## src/rtl/modulation_sampler_pkg.sv

```systemverilog
// Shared constants for the modulation sampler: transition modes, the infinite-repeat
// marker and the BRAM_MOD read latency.
package modulation_sampler_pkg;

  localparam logic TransitionImmediate = 1'b0;
  localparam logic TransitionSync      = 1'b1;

  localparam logic [15:0] ModRepInfinite = 16'hFFFF;

  localparam int unsigned ModReadLatency = 2;

endpackage

```

## src/rtl/mod_fetch_pipe.sv

```systemverilog
// Valid-token shift register that tracks outstanding BRAM reads; clr_i drops all
// tokens in flight.
module mod_fetch_pipe #(
  parameter int unsigned Depth = 2
) (
  input  logic bus_clk,
  input  logic clr_i,
  input  logic valid_i,
  output logic valid_o
);

  logic [Depth-1:0] stage_q;

  always_ff @(posedge bus_clk) begin
    if (clr_i) begin
      stage_q <= '0;
    end else begin
      stage_q[0] <= valid_i;
      for (int i = 1; i < Depth; i++) begin
        stage_q[i] <= stage_q[i-1];
      end
    end
  end

  assign valid_o = stage_q[Depth-1];

endmodule

```

## src/rtl/modulation_sampler.sv

```systemverilog
// Walks the dual-segment modulation BRAM one sample per update strobe, handling repeat
// counting, stop, and immediate or wrap-synchronised segment switches.
module modulation_sampler
  import modulation_sampler_pkg::*;
#(
  parameter int unsigned ReadLatency = ModReadLatency
) (
  input  logic        bus_clk,
  input  logic        rst_i,
  input  logic        update_i,
  input  logic        req_valid_i,
  input  logic        req_segment_i,
  input  logic        req_mode_i,
  input  logic [14:0] cycle_0_i,
  input  logic [14:0] cycle_1_i,
  input  logic [15:0] rep_0_i,
  input  logic [15:0] rep_1_i,
  output logic [14:0] mod_idx_o,
  output logic        mod_segment_o,
  input  logic [7:0]  mod_value_i,
  output logic [7:0]  value_out_o,
  output logic        value_valid_o,
  output logic [14:0] idx_out_o,
  output logic        segment_out_o,
  output logic        stopped_o,
  output logic        sync_pending_o
);

  typedef enum logic {StRun, StStop} state_e;

  state_e      state_q, state_d;
  logic [14:0] idx_q, idx_d;
  logic        seg_q, seg_d;
  logic [15:0] loop_q, loop_d;
  logic        pend_q, pend_d;
  logic        pend_seg_q, pend_seg_d;
  logic        first_q;
  logic        addr_wr;
  logic        fetch_done;
  logic [7:0]  value_q;
  logic        value_valid_q;
  logic [14:0] cycle_cur;
  logic [15:0] rep_cur;

  assign cycle_cur = seg_q ? cycle_1_i : cycle_0_i;
  assign rep_cur   = seg_q ? rep_1_i : rep_0_i;

  always_comb begin
    state_d    = state_q;
    idx_d      = idx_q;
    seg_d      = seg_q;
    loop_d     = loop_q;
    pend_d     = pend_q;
    pend_seg_d = pend_seg_q;
    addr_wr    = 1'b0;

    // A request always takes priority; any update in the same cycle is dropped.
    if (req_valid_i) begin
      if (state_q == StStop || req_mode_i == TransitionImmediate) begin
        seg_d   = req_segment_i;
        idx_d   = '0;
        loop_d  = '0;
        pend_d  = 1'b0;
        state_d = StRun;
        addr_wr = 1'b1;
      end else begin
        pend_d     = 1'b1;
        pend_seg_d = req_segment_i;
      end
    end else if (update_i && state_q == StRun) begin
      // >= so that shrinking the cycle length while running still wraps.
      if (idx_q >= cycle_cur) begin
        if (pend_q) begin
          seg_d   = pend_seg_q;
          idx_d   = '0;
          loop_d  = '0;
          pend_d  = 1'b0;
          addr_wr = 1'b1;
        end else if (rep_cur != ModRepInfinite && loop_q == rep_cur) begin
          state_d = StStop;
        end else begin
          idx_d   = '0;
          addr_wr = 1'b1;
          if (loop_q != 16'hFFFF) begin
            loop_d = loop_q + 16'd1;
          end
        end
      end else begin
        idx_d   = idx_q + 15'd1;
        addr_wr = 1'b1;
      end
    end
  end

  always_ff @(posedge bus_clk) begin
    if (rst_i) begin
      state_q    <= StRun;
      idx_q      <= '0;
      seg_q      <= 1'b0;
      loop_q     <= '0;
      pend_q     <= 1'b0;
      pend_seg_q <= 1'b0;
      first_q    <= 1'b1;
    end else begin
      state_q    <= state_d;
      idx_q      <= idx_d;
      seg_q      <= seg_d;
      loop_q     <= loop_d;
      pend_q     <= pend_d;
      pend_seg_q <= pend_seg_d;
      first_q    <= 1'b0;
    end
  end

  mod_fetch_pipe #(
    .Depth (ReadLatency)
  ) u_fetch_pipe (
    .bus_clk (bus_clk),
    .clr_i   (rst_i),
    .valid_i (addr_wr | first_q),
    .valid_o (fetch_done)
  );

  always_ff @(posedge bus_clk) begin
    if (rst_i) begin
      value_q       <= '0;
      value_valid_q <= 1'b0;
    end else begin
      value_valid_q <= fetch_done;
      if (fetch_done) begin
        value_q <= mod_value_i;
      end
    end
  end

  assign mod_idx_o      = idx_q;
  assign mod_segment_o  = seg_q;
  assign idx_out_o      = idx_q;
  assign segment_out_o  = seg_q;
  assign value_out_o    = value_q;
  assign value_valid_o  = value_valid_q;
  assign stopped_o      = (state_q == StStop);
  assign sync_pending_o = pend_q;

endmodule

```

## config.mk

```make
export PLATFORM = sky130hd
export DESIGN_NAME = modulation_sampler
export DESIGN_NICKNAME = d
export VERILOG_FILES = /design/src/rtl/modulation_sampler_pkg.sv /design/src/rtl/mod_fetch_pipe.sv /design/src/rtl/modulation_sampler.sv
export SDC_FILE = /design/constraint.sdc
export NUM_CORES = 1
export LEC_CHECK = 0
export CORE_MARGIN = 2
export CORE_UTILIZATION = 47
export CTS_CLUSTER_SIZE = 30
export DETAILED_ROUTE_END_ITERATION = 10
export PLACE_DENSITY = 0.94
export SYNTH_ARGS = -nofsm -noshare
export SYNTH_HDL_FRONTEND = slang
export SYNTH_HIERARCHICAL = 1
export SYNTH_SLANG_ARGS = --single-unit
```

## constraint.sdc

```tcl
create_clock -name bus_clk -period 3.88 [get_ports bus_clk]
set_input_delay 0.388 -clock bus_clk [delete_from_list [all_inputs] [get_ports bus_clk]]
set_output_delay 0.388 -clock bus_clk [all_outputs]
set_load 0.05 [all_outputs]
```

# --- Word-level counts from Yosys, hierarchy flattened ---
# Index checks and enable logic that the tools add are counted.
op_classes:
  order_cmp: 1
  reduce_logical: 14
  bitwise: 4
  muxes: 37
  add_sub_neg: 2
  eq_ne: 7
op_table:
  columns: ["operator", "count"]
  rows:
  - ["16-bit 2-to-1 mux", 8]
  - ["15-bit 2-to-1 mux", 7]
  - ["16-bit inequality test, second input constant", 2]
  - ["1-bit 2-to-1 mux", 22]
  - ["16-bit by 1-bit adder with 16-bit output, second input constant", 1]
  - ["16-bit equality test", 1]
  - ["15-bit by 1-bit adder with 15-bit output, second input constant", 1]
  - ["15-bit >= comparator", 1]
  - ["5-bit AND reduction", 2]
  - ["2-bit nonzero test", 4]
  - ["4-bit inequality test, second input constant", 1]
  - ["2-bit AND reduction", 2]
  - ["4-bit AND reduction", 1]
  - ["3-bit inequality test, second input constant", 1]
  - ["1-bit inverter", 3]
  - ["3-bit AND reduction", 1]
  - ["3-bit nonzero test", 1]
  - ["1-bit logical AND", 2]
  - ["2-bit by 1-bit inequality test with 1-bit output, second input constant", 1]
  - ["2-bit inequality test, second input constant", 1]
  - ["1-bit logical OR", 1]
  - ["1-bit bitwise OR", 1]
word_totals:
  regBits: 47
  out_inout_bits: 43
  wordCells: 75
  inputBits: 76

# --- Depth between registers and ports, before layout ---
logic_depth:
  ltp_word: 9
  mapped_depth: 14
  mapped_depth_nobuf: 9

# --- Cells and area by module ---
# Netlist, hierarchy kept.
by_module_without_submodules:
  columns: ["mod", "n_inst", "area_per_inst_um2", "cells_each", "seq_area_each_um2"]
  rows:
  - ["modulation_sampler", 1, 3464.6, 399, 900.9]
  - ["mod_fetch_pipe", 1, 52.6, 4, 40.0]

# --- Worst setup path after synthesis ---
# Ideal clock, no wire load.
synth_path:
  path_type: "register -> register"
  from: "register seg_q (netlist: mod_segment_o)"
  to: "register idx_q[5] (netlist: idx_out_o[5])"
  t_required_ns: 3.807
  synth_period_minus_slack_ns: 3.760
  n_path_buf: 5
  setup_ns: 0.073
  stages_incl_launch_ff: 15
  t_arrival_ns: 3.686
  path_slack_ns: 0.120
  cell_sequence: "dfxtp_1 -> buf_6 -> buf_12 -> buf_6 -> buf_1 -> mux2i_1 -> ha_1 -> a21oi_1 -> o21ai_0 -> or3_1 -> a211oi_1 -> nand2_1 -> clkbuf_1 -> or3_1 -> o211ai_2"
synth_via:
  elab_chain_cells: 5
  elab_cells_between_ends: 11
  cone_classes: "order compare: 1; eq/ne: 3; mux: 5; reduce/logical: 2"
synth_lines:
  columns: ["item", "line", "text"]
  rows:
  - ["from (decl)", "modulation_sampler.sv:33", "logic seg_q, seg_d;"]
  - ["from (signal assigned)", "modulation_sampler.sv:107", "seg_q <= seg_d;"]
  - ["15-bit 2-to-1 mux / 16-bit 2-to-1 mux (equally long branches)", "modulation_sampler.sv:45, modulation_sampler.sv:46", null]
  - ["15-bit >= comparator (tied with other cells)", "modulation_sampler.sv:72", "if (idx_q >= cycle_cur) begin"]
  - ["15-bit 2-to-1 mux / 1-bit logical AND (equally long branches)", "modulation_sampler.sv:72, modulation_sampler.sv:79", null]
  - ["15-bit 2-to-1 mux / 4-bit inequality test (equally long branches)", null, null]
  - ["15-bit 2-to-1 mux / 3-bit AND reduction (equally long branches)", null, null]
  - ["to (signal assigned)", "modulation_sampler.sv:106", "idx_q <= idx_d;"]
  - ["to (decl)", "modulation_sampler.sv:32", "logic [14:0] idx_q, idx_d;"]
# Parallel ways exist; a longest one is shown, timed or not. The select of a mux whose other input is x is not followed.
# A chain may end at the register's enable or synchronous reset.

# --- Final worst setup path ---
layout_path:
  from: "register seg_q (netlist: mod_segment_o)"
  to: "register idx_q[6] (netlist: idx_out_o[6])"
# The elaborated chain is that of the path after synthesis.

==> flow_summary_export.csv <==
group,metric,value,unit
status,status,"finished clean",
critical_path,crit_buf_inv,1,
sta,fmax,0.288,GHz
global_route,track_usage,23.9,%
synthesis,ys_async_sr_fraction,0,%
synthesis,synth_top_area_share,26.8,%
critical_path,cp_num_cells,9,
layout,antennaDiodeCount,0,
synthesis,synth_adder_area_share,6.05,%
layout,nets,592,
sta,hold_viol,0,
sta,setup_viol,0,
detailed_routing,wl_per_cell,16.5,µm
critical_path,slowest_stage,"o21ai_2",
sta,period_share,89.6,%
power,leakage,1.58,nW
placed_design,dp_hpwl,7620,µm
power,power,0.00104,W
flow_run,maxCapViolations,0,
clock_network,cts_setup_buffers,0,
synthesis,synth-xor-area-share,3.98,%
global_route,antenna_found_initial,0,
synthesis,synth-simple-area-share,23.6,%
critical_path,crit_family,"compound AO/OA/AOI/OAI gates",
synthesis,ys_types,60,
synthesis,syn_area,0.00352,mm²
detailed_routing,drtIter0Drc,228,
synthesis,synth_top_family_by_area,"simple AND/OR/NAND/NOR gates",
synthesis,synth-compound-area-share,17.7,%
synthesis,synth_most_common_cell,"dfxtp_1",
floorplan,fp-row-count,31,
power,p_per_area,222,mW/mm²
clock_network,ctsRootBufferMaster,"clkbuf_8",
sta,final.setup.tns,0,ns
synthesis,synth_cells,403,
sta,rsz0062_at_grt,"no",
detailed_routing,viasPerCell,5.88,
floorplan,coreArea,0.00725,mm²
clock_network,cts_buffers,5,
floorplan,ios,119,
critical_path,cp_data_required_time,4.04,ns
synthesis,yosys-top-cells-area,"dfxtp_1, mux2i_1, ha_1",
critical_path,cp-start-kind,"flop",
global_route,grt_pass1_vias,3474,
clock_network,ctsHoldBuffers,0,
synthesis,synth_edf_count,0,
critical_path,crit_fanout,28,
floorplan,dieHeight,90.5,µm
global_route,grt_max_degree,29,
critical_path,ff2ff_path_depth,9,
synthesis,postSynthAreaPerCell,8.73,µm²
critical_path,cpPeakStageDelay,0.71,ns
placed_design,globalplace.congestion,0.895,
detailed_routing,drc,0,
sta,drv_slew,0,
clock_network,cts_tree,"yes",
critical_path,r2r-end,"idx_out_o[6]$_SDFFE_PP0P_",
critical_path,cp.arrival,3.63,ns
critical_path,crit_chain,"buf_4 > mux2i_1 > ha_1 > a211oi_1 > o31ai_1 > a211oi_1 > nor4_2 > o21ai_2 > o221ai_1",
detailed_routing,routed_wl,9830,µm
global_route,grt-ovfl-total,0,
critical_path,crit_type,"reg -> reg",
floorplan,die_area,0.00819,mm²
detailed_routing,firstDrtPassIters,5,
clock_network,cts_buffer_depth,2,
critical_path,crit_path_end,"idx_out_o[6]$_SDFFE_PP0P_",
synthesis,synth_top_area_cell,"dfxtp_1",
synthesis,synthMuxAreaShare,12.7,%
layout,layout-area-overhead-vs-synth,33.2,%
sta,finalClockSkew,0.00291,ns
synthesis,synth_warnings,6,
sta,worstMarginPinSlew,0.896,ns
placed_design,placement.io_buffers,118,
power,ir_worst_vdd,0.166,mV
clock_network,path_clk_slew,0.08,ns
clock_network,clk_latency,0.30,ns
global_route,grt_first_pass_wirelength,16300,µm
hold_path,hold_path_depth,1,
clock_network,htree_levels,2,
detailed_routing,final_antenna_net_count,0,
critical_path,reg2reg_from,"mod_segment_o$_SDFFE_PP0P_",
detailed_routing,detailroute.via_count,3513,
critical_path,cp-end-kind,"flop",
sta,fin_crit,3.48,ns
synthesis,synth_common_cells,"dfxtp_1, mux2i_1, nand3_1, inv_1, nand2_1",
critical_path,startpoint,"mod_segment_o$_SDFFE_PP0P_",
layout,drive_gt1_share,6.63,%
synthesis,seq_area_frac_synth,26.8,%
sta,maxSlewHeadroom,40.3,%
floorplan,dieWidth,90.5,µm
synthesis,synth-seq-cells,47,
critical_path,rrSetupSlack,0.40,ns
hold_path,hold_class,"reg -> reg",
synthesis,synth_top_flop_cell,"dfxtp_1",
clock_network,post_cts_resize_count,0,
synthesis,synth_nets,496,
critical_path,cpMostUsedCell,"a211oi_1",
floorplan,start_util,48.5,%
clock_network,cts_sinks,47,
[report_power, final]
part | switching, W | internal (W)
registers | 0.0000133 | 0.000492
clock network | 0.000155 | 0.000120
logic | 0.000127 | 0.000132
total | 0.000295 | 0.000745
[placed cells by master (no fill, tap or decap), types with 9 or more instances in the layout]
master	netlist	routed
a21oi_1	17	17
clkdlybuf4s50_1	0	118
dfxtp_1	47	46
ha_1	17	17
inv_1	24	24
mux2i_1	40	40
nand2_1	22	22
nand3_1	31	31
nand4_1	9	9
nor2_1	17	17
or3_1	12	12
xnor2_1	16	16
[metal layers]
layer	global-route usage, %	up-vias	part of all wire, %
li1	-	1681	-
met3	5.51	18	7.6
met2	41.3	153	51
met5	0	-	0
met4	7.82	0	1.7
met1	29.2	1661	40
[worst min-delay path by stage]
| stage | to | from |
|---|---|---|
| floorplan | u_fetch_pipe/stage_q[1]$_SDFF_PP0_ | u_fetch_pipe/stage_q[0]$_SDFF_PP0_ |
| global placement | u_fetch_pipe/stage_q[1]$_SDFF_PP0_ | u_fetch_pipe/stage_q[0]$_SDFF_PP0_ |
| detailed placement | u_fetch_pipe/stage_q[1]$_SDFF_PP0_ | u_fetch_pipe/stage_q[0]$_SDFF_PP0_ |
| CTS | u_fetch_pipe/stage_q[1]$_SDFF_PP0_ | u_fetch_pipe/stage_q[0]$_SDFF_PP0_ |
| global route | u_fetch_pipe/stage_q[1]$_SDFF_PP0_ | u_fetch_pipe/stage_q[0]$_SDFF_PP0_ |
| finish | u_fetch_pipe/stage_q[1]$_SDFF_PP0_ | u_fetch_pipe/stage_q[0]$_SDFF_PP0_ |
[per-stage QoR]
stage	instances	area (µm²)	setup slack, ns	hold slack [ns]	utilization, %
CTS	597	4680	0.408	0.456	64.6
global route	597	4680	0.0698	0.464	64.6
floorplan	403	3520	0.120	0.414	-
finish	597	4680	0.403	0.460	64.6
global placement	591	4610	0.580	0.440	63.6
detailed placement	591	4610	0.426	0.448	63.6
[final cells by class]
type / instances / area, µm²
fillers: 589 / 2570
multi-input cells: 300 / 2250
repair buffers: 121 / 1200
flip-flops and latches: 47 / 942
well taps: 99 / 124
inverters: 24 / 90.1
clock buffers: 6 / 72.6
[kinds of logic (layout without fill, tap and decap cells)]
kind of cell	after synthesis	after routing
AO/OA/AOI/OAI	81	81
AND/OR/NAND/NOR	143	143
XOR/XNOR	16	16
buffers and inverters	56	151
multiplexers	43	43
flip-flops	47	47
adder cells (fa/ha/maj)	17	17
[state kept, by name, summed over array words and instances, names as in the netlist]
register,flops
first_q,1
idx_out_o,15
loop_q,16
mod_segment_o,1
pend_seg_q,1
stopped_o,1
sync_pending_o,1
u_fetch_pipe/stage_q,2
value_out_o,8
value_valid_o,1
[worst register-to-register path, cell delays in order (launching register included)]
cell      delay, ns
dfxtp_2        0.62
buf_4          0.44
mux2i_1        0.26
ha_1           0.25
a211oi_1       0.20
o31ai_1        0.17
a211oi_1       0.36
nor4_2         0.12
o21ai_2        0.71
o221ai_1       0.20
Note: power is estimated with default switching activity, not from simulation.
